**src/rtl/dma_dev_port_pkg.sv**
```systemverilog
// dma_dev_port_pkg: shared state encoding and width defaults for the DMA device port
package dma_dev_port_pkg;
  localparam int ADD_LEN_DEF = 16;
  localparam int DATA_LEN_DEF = 16;
  localparam int BUF_AW_DEF = 4;
  typedef enum logic [2:0] {IDLE, FILL, XFER_WR, XFER_RD, DRAIN} state_t;
endpackage

```
**src/rtl/dma_dev_port_if.sv**
```systemverilog
// dma_dev_port_if: request/ack bus between a device endpoint and the DMA controller
interface dma_dev_port_if import dma_dev_port_pkg::*; #(
  parameter int ADD_LEN = ADD_LEN_DEF,
  parameter int DATA_LEN = DATA_LEN_DEF
) ();
  logic                rqst;
  logic                rd_wr;
  logic [ADD_LEN:0]    start_addr;
  logic [ADD_LEN-1:0]  num_words;
  logic                dev_ack;
  logic [DATA_LEN-1:0] dev_in;
  logic                dma_ack;
  logic [DATA_LEN-1:0] dev_out;
  logic                end_flag;
  modport master (
    output rqst, rd_wr, start_addr, num_words, dev_ack, dev_in,
    input  dma_ack, dev_out, end_flag
  );
  modport slave (
    input  rqst, rd_wr, start_addr, num_words, dev_ack, dev_in,
    output dma_ack, dev_out, end_flag
  );
endinterface

```
**src/rtl/dma_dev_port_dev_buf.sv**
```systemverilog
// dev_buf: synchronous FIFO holding one complete transfer, with flush
module dev_buf #(
  parameter int DW = 16,
  parameter int AW = 4
) (
  input  logic          clk,
  input  logic          reset_n,
  input  logic          push,
  input  logic          pop,
  input  logic          flush,
  input  logic [DW-1:0] data,
  output logic          full,
  output logic          empty,
  output logic [DW-1:0] head,
  output logic [AW:0]   level
);
  logic [DW-1:0] mem [2**AW];
  logic [AW-1:0] wp, rp;
  logic wr, rd;
  assign wr = push & ~full;
  assign rd = pop & ~empty;
  assign full = level[AW];
  assign empty = level == '0;
  assign head = mem[rp];
  // storage array, no reset needed since level gates every read
  always_ff @(posedge clk) begin
    if (wr) mem[wp] <= data;
  end
  // pointers and occupancy; push+pop together leave level unchanged
  always_ff @(posedge clk or negedge reset_n) begin
    if (!reset_n) begin
      wp <= '0;
      rp <= '0;
      level <= '0;
    end else if (flush) begin
      wp <= '0;
      rp <= '0;
      level <= '0;
    end else begin
      wp <= wp + AW'(wr);
      rp <= rp + AW'(rd);
      level <= level + (AW+1)'(wr) - (AW+1)'(rd);
    end
  end
endmodule

```
**src/rtl/dma_dev_port.sv**
```systemverilog
// dma_dev_port: device-side endpoint turning a command plus data stream into the DMA rqst/ack protocol
module dma_dev_port import dma_dev_port_pkg::*; #(
  parameter int ADD_LEN = ADD_LEN_DEF,
  parameter int DATA_LEN = DATA_LEN_DEF,
  parameter int BUF_AW = BUF_AW_DEF
) (
  input  logic                clk,
  input  logic                reset_n,
  input  logic                cmd_valid,
  output logic                cmd_ready,
  input  logic                cmd_rd_wr,
  input  logic [ADD_LEN:0]    cmd_addr,
  input  logic [BUF_AW:0]     cmd_words,
  input  logic [DATA_LEN-1:0] src_data,
  input  logic                src_valid,
  output logic                src_ready,
  output logic [DATA_LEN-1:0] snk_data,
  output logic                snk_valid,
  input  logic                snk_ready,
  output logic                busy,
  output logic                done,
  output logic                err,
  output logic [BUF_AW:0]     xfer_count,
  dma_dev_port_if.master      bus
);
  state_t state, state_n;
  logic [BUF_AW:0] words, cnt_n, level;
  logic overrun, overrun_n, fail, fail_n, done_n, err_n;
  logic push, pop, flush, full, empty, cmd_ok, xfer_n;
  logic [DATA_LEN-1:0] push_data, head;
  dev_buf #(.DW(DATA_LEN), .AW(BUF_AW)) u_buf (
    .clk(clk), .reset_n(reset_n), .push(push), .pop(pop), .flush(flush),
    .data(push_data), .full(full), .empty(empty), .head(head), .level(level)
  );
  assign cmd_ok = cmd_words != '0 && cmd_words <= (BUF_AW+1)'(2**BUF_AW);
  assign cmd_ready = state == IDLE;
  assign busy = state != IDLE;
  assign src_ready = state == FILL && !full;
  assign snk_valid = (state == XFER_RD || state == DRAIN) && !empty;
  assign snk_data = head;
  assign bus.dev_in = state == XFER_WR ? head : '0;
  assign bus.num_words = ADD_LEN'(words);
  assign xfer_n = state_n == XFER_WR || state_n == XFER_RD;
  assign flush = state != IDLE && state_n == IDLE;
  // next state, buffer strobes and completion verdict
  always_comb begin
    state_n = state;
    push = 1'b0;
    pop = 1'b0;
    push_data = bus.dev_out;
    cnt_n = xfer_count;
    overrun_n = overrun;
    fail_n = fail;
    done_n = 1'b0;
    err_n = 1'b0;
    case (state)
      IDLE: begin
        if (cmd_valid && !cmd_ok) err_n = 1'b1;
        if (cmd_valid && cmd_ok) begin
          state_n = cmd_rd_wr ? XFER_RD : FILL;
          cnt_n = '0;
          overrun_n = 1'b0;
          fail_n = 1'b0;
        end
      end
      FILL: begin
        push = src_valid && !full;
        push_data = src_data;
        if (push && level == words - 1'b1) state_n = XFER_WR;
      end
      XFER_WR: begin
        pop = bus.dma_ack && !empty;
        cnt_n = xfer_count + (BUF_AW+1)'(pop);
        overrun_n = overrun || (bus.dma_ack && empty);
        if (bus.end_flag) begin
          state_n = IDLE;
          err_n = cnt_n != words || overrun_n;
          done_n = !err_n;
        end
      end
      XFER_RD: begin
        push = bus.dma_ack && xfer_count < words;
        pop = snk_valid && snk_ready;
        cnt_n = xfer_count + (BUF_AW+1)'(push);
        overrun_n = overrun || (bus.dma_ack && !push);
        if (bus.end_flag) begin
          state_n = DRAIN;
          fail_n = cnt_n != words || overrun_n;
        end
      end
      DRAIN: begin
        pop = snk_valid && snk_ready;
        if (empty) begin
          state_n = IDLE;
          err_n = fail;
          done_n = !fail;
        end
      end
      default: state_n = IDLE;
    endcase
  end
  // state, status pulses and registered DMA-facing request fields
  always_ff @(posedge clk or negedge reset_n) begin
    if (!reset_n) begin
      state <= IDLE;
      words <= '0;
      xfer_count <= '0;
      overrun <= 1'b0;
      fail <= 1'b0;
      done <= 1'b0;
      err <= 1'b0;
      bus.rqst <= 1'b0;
      bus.dev_ack <= 1'b0;
      bus.rd_wr <= 1'b0;
      bus.start_addr <= '0;
    end else begin
      state <= state_n;
      xfer_count <= cnt_n;
      overrun <= overrun_n;
      fail <= fail_n;
      done <= done_n;
      err <= err_n;
      bus.rqst <= xfer_n;
      bus.dev_ack <= xfer_n;
      if (state == IDLE && cmd_valid && cmd_ok) begin
        bus.rd_wr <= cmd_rd_wr;
        bus.start_addr <= cmd_addr & ~(ADD_LEN+1)'(1);
        words <= cmd_words;
      end
    end
  end
endmodule

```
**src/flat_wrapper.sv**
```systemverilog
// flat-port wrapper written by rule: the top's interface ports become plain ports
module dma_dev_port_flat import dma_dev_port_pkg::*;
#(
  parameter int ADD_LEN = ADD_LEN_DEF,
  parameter int DATA_LEN = DATA_LEN_DEF,
  parameter int BUF_AW = BUF_AW_DEF
)
  (clk, reset_n, cmd_valid, cmd_ready, cmd_rd_wr, cmd_addr, cmd_words, src_data, src_valid, src_ready, snk_data, snk_valid, snk_ready, busy, done, err, xfer_count, bus_rqst, bus_rd_wr, bus_start_addr, bus_num_words, bus_dev_ack, bus_dev_in, bus_dma_ack, bus_dev_out, bus_end_flag);
  dma_dev_port_if #(.ADD_LEN(ADD_LEN), .DATA_LEN(DATA_LEN)) bus_i ();
  input  logic clk;
  input  logic reset_n;
  input  logic cmd_valid;
  output logic cmd_ready;
  input  logic cmd_rd_wr;
  input  logic [ADD_LEN:0] cmd_addr;
  input  logic [BUF_AW:0] cmd_words;
  input  logic [DATA_LEN-1:0] src_data;
  input  logic src_valid;
  output logic src_ready;
  output logic [DATA_LEN-1:0] snk_data;
  output logic snk_valid;
  input  logic snk_ready;
  output logic busy;
  output logic done;
  output logic err;
  output logic [BUF_AW:0] xfer_count;
  output wire logic [$bits(bus_i.rqst)-1:0] bus_rqst;
  output wire logic [$bits(bus_i.rd_wr)-1:0] bus_rd_wr;
  output wire logic [$bits(bus_i.start_addr)-1:0] bus_start_addr;
  output wire logic [$bits(bus_i.num_words)-1:0] bus_num_words;
  output wire logic [$bits(bus_i.dev_ack)-1:0] bus_dev_ack;
  output wire logic [$bits(bus_i.dev_in)-1:0] bus_dev_in;
  input wire logic [$bits(bus_i.dma_ack)-1:0] bus_dma_ack;
  input wire logic [$bits(bus_i.dev_out)-1:0] bus_dev_out;
  input wire logic [$bits(bus_i.end_flag)-1:0] bus_end_flag;
  assign bus_rqst = bus_i.rqst;
  assign bus_rd_wr = bus_i.rd_wr;
  assign bus_start_addr = bus_i.start_addr;
  assign bus_num_words = bus_i.num_words;
  assign bus_dev_ack = bus_i.dev_ack;
  assign bus_dev_in = bus_i.dev_in;
  assign bus_i.dma_ack = bus_dma_ack;
  assign bus_i.dev_out = bus_dev_out;
  assign bus_i.end_flag = bus_end_flag;
  dma_dev_port #(.ADD_LEN(ADD_LEN), .DATA_LEN(DATA_LEN), .BUF_AW(BUF_AW)) u_core (.clk(clk), .reset_n(reset_n), .cmd_valid(cmd_valid), .cmd_ready(cmd_ready), .cmd_rd_wr(cmd_rd_wr), .cmd_addr(cmd_addr), .cmd_words(cmd_words), .src_data(src_data), .src_valid(src_valid), .src_ready(src_ready), .snk_data(snk_data), .snk_valid(snk_valid), .snk_ready(snk_ready), .busy(busy), .done(done), .err(err), .xfer_count(xfer_count), .bus(bus_i));
endmodule
```
**config.mk**
```make
export PLATFORM = sky130hd
export DESIGN_NAME = dma_dev_port_flat
export DESIGN_NICKNAME = d
export VERILOG_FILES = /design/src/rtl/dma_dev_port_pkg.sv /design/src/rtl/dma_dev_port_if.sv /design/src/rtl/dma_dev_port_dev_buf.sv /design/src/rtl/dma_dev_port.sv /design/src/flat_wrapper.sv
export SDC_FILE = /design/constraint.sdc
export NUM_CORES = 1
export LEC_CHECK = 0
export BUFFER_PORTS_ARGS = -buffer_cell sky130_fd_sc_hd__buf_2
export CAP_MARGIN = 10
export CORE_MARGIN = 1.5
export CORE_UTILIZATION = 53
export DETAILED_ROUTE_END_ITERATION = 12
export PLACE_DENSITY = 0.76
export SLEW_MARGIN = 20
export SYNTH_ARGS = -nofsm -noshare
export SYNTH_HDL_FRONTEND = slang
export SYNTH_SLANG_ARGS = --single-unit
```
**constraint.sdc**
```tcl
create_clock -name clk -period 3.65 [get_ports clk]
set_clock_uncertainty 0.1 [all_clocks]
set_input_delay 0.5475 -clock clk [delete_from_list [all_inputs] [get_ports clk]]
set_output_delay 0.5475 -clock clk [all_outputs]
set_load 0.005 [all_outputs]
```
-- Word-level counts from Yosys, hierarchy flattened
Memories as Yosys holds them, arrays and structs flattened.
Index checks and enable logic that the tools add are counted.
- bits in registers: 48
- bits in latches: 0
- memory bits (writable): 256
- memory bits (read-only): 0
- input port bits: 62
- output and inout port bits: 79
- word-level logic and storage cells: 104
- memories kept: 1
- $add $sub $neg: 7
- multipliers: 0
- divide/modulo/power cells: 0
- $lt $le $gt $ge: 2
- equal/unequal tests: 11
- shift operators: 0
- multiplexer cells: 29
- bitwise logic cells: 4
- reductions and logical operators: 37
- memory list (name ; depth ; bits a word ; read ports ; clocked after memory_dff ; wr ports ; RTL line ; RTL):
    u_core.u_buf.mem ; 16 ; 16 ; 1 ; 0 ; 1 ; dma_dev_port_dev_buf.sv:17 ; logic [DW-1:0] mem [2**AW];
- operators by type and width (operator ; count):
    $mux W16 ; 2
    $add A5 B1 Y5 ; 3
    $logic_and A1 B1 Y1 ; 15
    $mux W3 ; 5
    $pmux W3 S5 ; 1
    $pmux W5 S3 ; 1
    $eq A3 B2 Y1 const B ; 4
    $mux W5 ; 2
    $ne A5 B5 Y1 ; 2
    $mux W1 ; 9
    $add A4 B1 Y4 ; 2
    $mux W4 ; 2
    $pmux W1 S2 ; 4
    $logic_not A1 Y1 ; 6
    $logic_not A3 Y1 ; 2
    $logic_or A1 B1 Y1 ; 6
    $pmux W1 S3 ; 2
    $reduce_bool A3 Y1 ; 2
    $eq A5 B5 Y1 ; 1
    $le A5 B5 Y1 const B ; 1
    $logic_not A5 Y1 ; 1
    $lt A5 B5 Y1 ; 1
    $reduce_bool A5 Y1 ; 1
    $sub A5 B1 Y5 ; 1
    12 further kinds ; 14

-- Longest topological paths before layout
- word-level depth: 9
- depth in mapped cells: 16
- gate-level depth less buffers: 15

-- By module
Synthesis repeated with hierarchy kept, for this count alone.
- cell total of the unflattened synthesis: 732
- area, all modules: 12992.5 µm²
- modules (own cells, without submodules) (module ; instances ; cells each ; area each (µm²) ; sequential area each (µm²)):
    dev_buf ; 1 ; 482 ; 10467.5 ; 8012.7
    dma_dev_port ; 1 ; 250 ; 2524.9 ; 875.8

-- Worst setup path after synthesis
No wires, ideal clock.
- path kind: reg2reg
- start: register u_core.words[2]
- end: memory u_core.u_buf.mem[1][0] (enable)
- setup time: 0.442 ns
- arrival: 3.509 ns
- required time: 3.108 ns
- setup slack: -0.401 ns
- stages on the path, launching flop included: 8
- path buffers: 1
- period minus slack after synthesis: 4.051 ns
- path through: dfrtp_1 -> buf_2 -> inv_1 -> ha_1 -> a21o_1 -> a31oi_2 -> o2111ai_4 -> a2111oi_1
- word-level cells in the longest chain between the ends: 6
- ends and longest elaborated chain (item ; RTL line ; RTL):
    start, declared ; dma_dev_port.sv:27 ; logic [BUF_AW:0] words, cnt_n, level;
    start signal, assigned ; dma_dev_port.sv:128 ; words <= cmd_words;
    $lt A5 B5 Y1 ; dma_dev_port.sv:82 ; push = bus.dma_ack && xfer_count < words;
    $logic_and A1 B1 Y1 ; dma_dev_port.sv:82 ;
    $pmux W1 S2 ; dma_dev_port.sv:56 ; case (state)
    $and A1 B1 Y1 ; dma_dev_port_dev_buf.sv:20 ; assign wr = push & ~full;
    $mux W1 ; dma_dev_port_dev_buf.sv:27 ; if (wr) mem[wp] <= data;
    $mux W1 (not written as such) ; dma_dev_port_dev_buf.sv:27 ;
    end, declared ; dma_dev_port_dev_buf.sv:17 ;
Every way passes these cells.

-- Final worst setup path
- start: register u_core.state[1]
- end: output port bus_dev_in[14]
- word-level cells in the longest chain between the ends: 2
- ends and longest elaborated chain (item ; RTL line ; RTL):
    start, declared ; dma_dev_port.sv:26 ; state_t state, state_n;
    start signal, assigned ; dma_dev_port.sv:117 ; state <= state_n;
    $eq A3 B2 Y1 ; dma_dev_port.sv:41 ; assign bus.dev_in = state == XFER_WR ? head : '0;
    $mux W16 ; dma_dev_port.sv:41 ;
    end, declared ; flat_wrapper.sv:32 ; output wire logic [$bits(bus_i.dev_in)-1:0] bus_dev_in;
Every way passes these cells.

==> results by group <==
STA
  – Crit share post-route: roughly 94%
  – Sum Neg Setup Slack: 0 ns
  – Final setup violating endpoints: 0
  – Slew at the pin closest to its max-slew limit: 1.02 ns
  – FMAX: 293 MHz
  – Tmin final: between 3 and 4 ns
  – Final hold violation count: 0
  – RSZ-0062 raised after global routing: no
  – Max transition margin: 31.8%
  – Final Max Slew Viols: 0

Route
  – DR vias: 7381
  – DRC marker count from the first detailed-route iteration: between 700 and 800
  – Total wire length: roughly 29000 um
  – WL per Instance: around 23 um
  – Via density: 5.91
  – DR pass1 iterations: 6
  – DRC violations left: 0
  – ANT nets after route: 0

Critical path
  – CP startpoint kind: flip-flop
  – R2R Path End: u_core.u_buf.level[4]
  – Kind of critical path: reg2out
  – Worst path slowest cell: dfrtp_1
  – RR Startpoint: u_core.words[2]
  – Reg2reg setup slack: about 0.30 ns
  – Worst path top cell family by delay: simple AND/OR/NAND/NOR gates
  – Endpoint class of the critical path: primary output
  – Crit-path cells: nand2b_1 > nor2_1 > nand2_1 > o22ai_1 > buf_2
  – Worst R2R Path Depth: 15
  – Critical Path RT: 3.00 ns
  – CP Buf/Inv Count: 1
  – Critical Path AT: 2.77 ns
  – Max incr delay on CP: ~0.75 ns
  – Crit Path Max Fanout: 17

Placement
  – Detailed Place HPWL: 18200 um
  – GP Congestion: 0.862
  – Port Buffers: 127
  – Placed Area: 0.0146 mm^2

Floorplanning
  – Die area: 0.0262 mm^2
  – Initial Util: 54.5%
  – Core Region: between 0.02 and 0.025 mm^2
  – Chip width: 162 um
  – Die H: 162 um
  – Placement Rows: 57
  – Number of I/O pins: 141

Clock tree
  – Clk sinks: 304
  – Root buf cell: clkbuf_16
  – Post-CTS Setup Inserts: 0
  – H-tree depth: 1
  – CTS max path bufs: 3
  – Clk_lat worst skew: 0.55 ns
  – CTS clock-pin slew for the worst setup and hold paths: 0.06 ns
  – CTS tree: yes
  – Num CTS Buffers: 30

Logic synthesis
  – Synth Register Bits: 304
  – Post-synth EDFFs: 256
  – Yosys top cell by area: edfxtp_1
  – Mapped Cells: 746
  – Avg Cell Area, Syn: between 15 and 20 um^2
  – Post-Syn Area: 0.0134 mm^2
  – Sequential share of the synthesized area: 66.4%
  – Top cells by area, synth: edfxtp_1 57%, mux4_2 11%, dfrtp_1 9.0%
  – Main flop type after synthesis: edfxtp_1
  – Area fraction of the dominant cell type after synthesis: 57.4%
  – Yosys warnings: 0
  – Fraction of registers with async set/reset: around 16%
  – Synth cell types: 66

Power
  – Pwr/cell area: 747 mW/mm^2
  – Leak: 5.55 nW
  – Peak VDD IR: 0.355 mV

Finish
  – Cell area after layout: 0.0156 mm^2
  – Layout area overhead: 16.4%
  – Fillers: 1710
  – Nets: a little under 1k
  – Share of layout cells above drive strength 1: 35.5%
  – N_diodes: 0

Hold path
  – Worst min path class: in2reg
  – Hold Path Cell Cnt: 2
  – HP Start: cmd_addr[13]
  – Hold path endpoint: u_core.bus.start_addr[13]

GRT
  – Number of global-route vias before repair: between 7k and 8k
  – Grt ovf: 0
  – All-Layer GR Usage: ~23%
  – Initial antenna violation count: 0
  – Largest net degree at the start of global routing: 39
  – First-pass GRT wire length: 44600 um

Run status
  – Status: finished clean

Flow run
  – Max-cap violation count: 0
[metrics by stage]
| stage | setup slack [ns] | cells | hold slack, ns | power [mW] | util, % |
|---|---|---|---|---|---|
| final | 0.236 | 1248 | 0.125 | 11.6 | 63.5 |
| after global routing | 0.0173 | 1248 | 0.106 | 12.2 | 63.5 |
| after CTS | 0.226 | 1248 | 0.102 | 11.7 | 63.4 |
| after detailed placement | 0.314 | 1194 | 0.370 | 8.78 | 59.5 |
| after global placement | 0.360 | 1194 | 0.365 | 8.66 | 59.5 |
| after floorplan | -0.401 | 757 | 0.152 | 7.49 | - |
[final cells by class]
class	count	area, um^2	area share, %
timing repair buffer	169	991	6.36
clock inverter	9	98.8	0.635
tap	324	405	2.60
multi-input combinational	381	4270	27.4
sequential	304	8890	57.1
clock buffer	44	847	5.44
inverter	17	63.8	0.410
[flip-flops by register name (all words and copies together) (netlist names)]
register and count:
u_core.u_buf.wp 4, u_core.bus.start_addr 16, u_core.u_buf.level 5, u_core.overrun 1, u_core.u_buf.rp 4, u_core.u_buf.mem 256
u_core.bus.rqst 1, u_core.words 5, u_core.done 1, u_core.bus.rd_wr 1, u_core.err 1, u_core.fail 1
u_core.xfer_count 5, u_core.state 3
[cell usage after synthesis (all sizes together) (3+ instances only)]
cell / instances
ha: 19
nor2: 18
a21o: 4
nand4b: 3
inv: 17
xnor2: 13
nand3: 8
nand2: 18
a2111oi: 8
o211a: 4
a31oi: 3
xor2: 11
mux2: 38
edfxtp: 256
a21oi: 6
buf: 40
a211oi: 9
o22ai: 18
nor2b: 5
clkbuf: 15
and3: 7
dfrtp: 48
nor4b: 3
o21ai: 9
mux2i: 52
nand3b: 6
mux4: 64
nand2b: 8
nor3: 6
nor4: 3
[cells in the final DEF (no fill, tap or decap), drive strengths merged, types with 9 or more instances in the layout]
master / instances
edfxtp: 256
buf: 168
mux4: 64
mux2i: 52
dfrtp: 48
clkbuf: 44
mux2: 38
ha: 19
nand2: 18
o22ai: 18
inv: 18
nor2: 18
xnor2: 13
conb: 12
xor2: 11
o21ai: 9
a211oi: 9
[how the worst max path moves through the flow]
stage                               start                endpoint  depth (start not counted)
after floorplan           u_core.words[2]  u_core.u_buf.mem[1][0]                          7
after global placement    u_core.words[2]   u_core.u_buf.level[4]                         15
after detailed placement  u_core.words[2]   u_core.u_buf.level[4]                         15
after CTS                 u_core.state[1]          bus_dev_in[14]                          5
after global routing      u_core.state[1]          bus_dev_in[14]                          5
final                     u_core.state[1]          bus_dev_in[14]                          5
[layer usage]
layer  routed length, um  share of wire, %  vias up  GRT usage, %
met5                   0                 0        -             0
met4                 729               2.5        0          6.80
met3                1540               5.3       48          2.76
met2               14700                51      250          39.0
met1               12000                41     3814          30.4
li1                    -                 -     3269             -
[kinds of logic (layout without fill, tap and decap cells)]
| family | count (synthesis) | after routing | synth area share (%) |
|---|---|---|---|
| buf+inv | 72 | 239 | 2.89 |
| fa+ha+maj | 20 | 20 | 1.93 |
| other cells | 1 | 12 | 0.0280 |
| simple gates | 92 | 92 | 4.24 |
| compound gates | 79 | 79 | 4.53 |
| xor+xnor | 24 | 24 | 1.63 |
| mux | 154 | 154 | 18.3 |
| flops | 304 | 304 | 66.4 |
[repair_timing]
item | 4_1_cts | 5_1_grt
endpoints found under the setup margin | 0 | 1
gates resized for setup | 0 | 1
hold buffers | 1 | 0
endpoints found under the hold margin | 27 | 0
[power breakdown]
group | switching, mW | internal [mW] | leakage (nW)
Sequential | 0.356 | 4.41 | 2.90
Combinational | 2.11 | 1.84 | 2.19
Clock | 1.23 | 1.68 | 0.459
Total | 3.70 | 7.93 | 5.55
No activity file was read; power rests on OpenSTA's default activity.
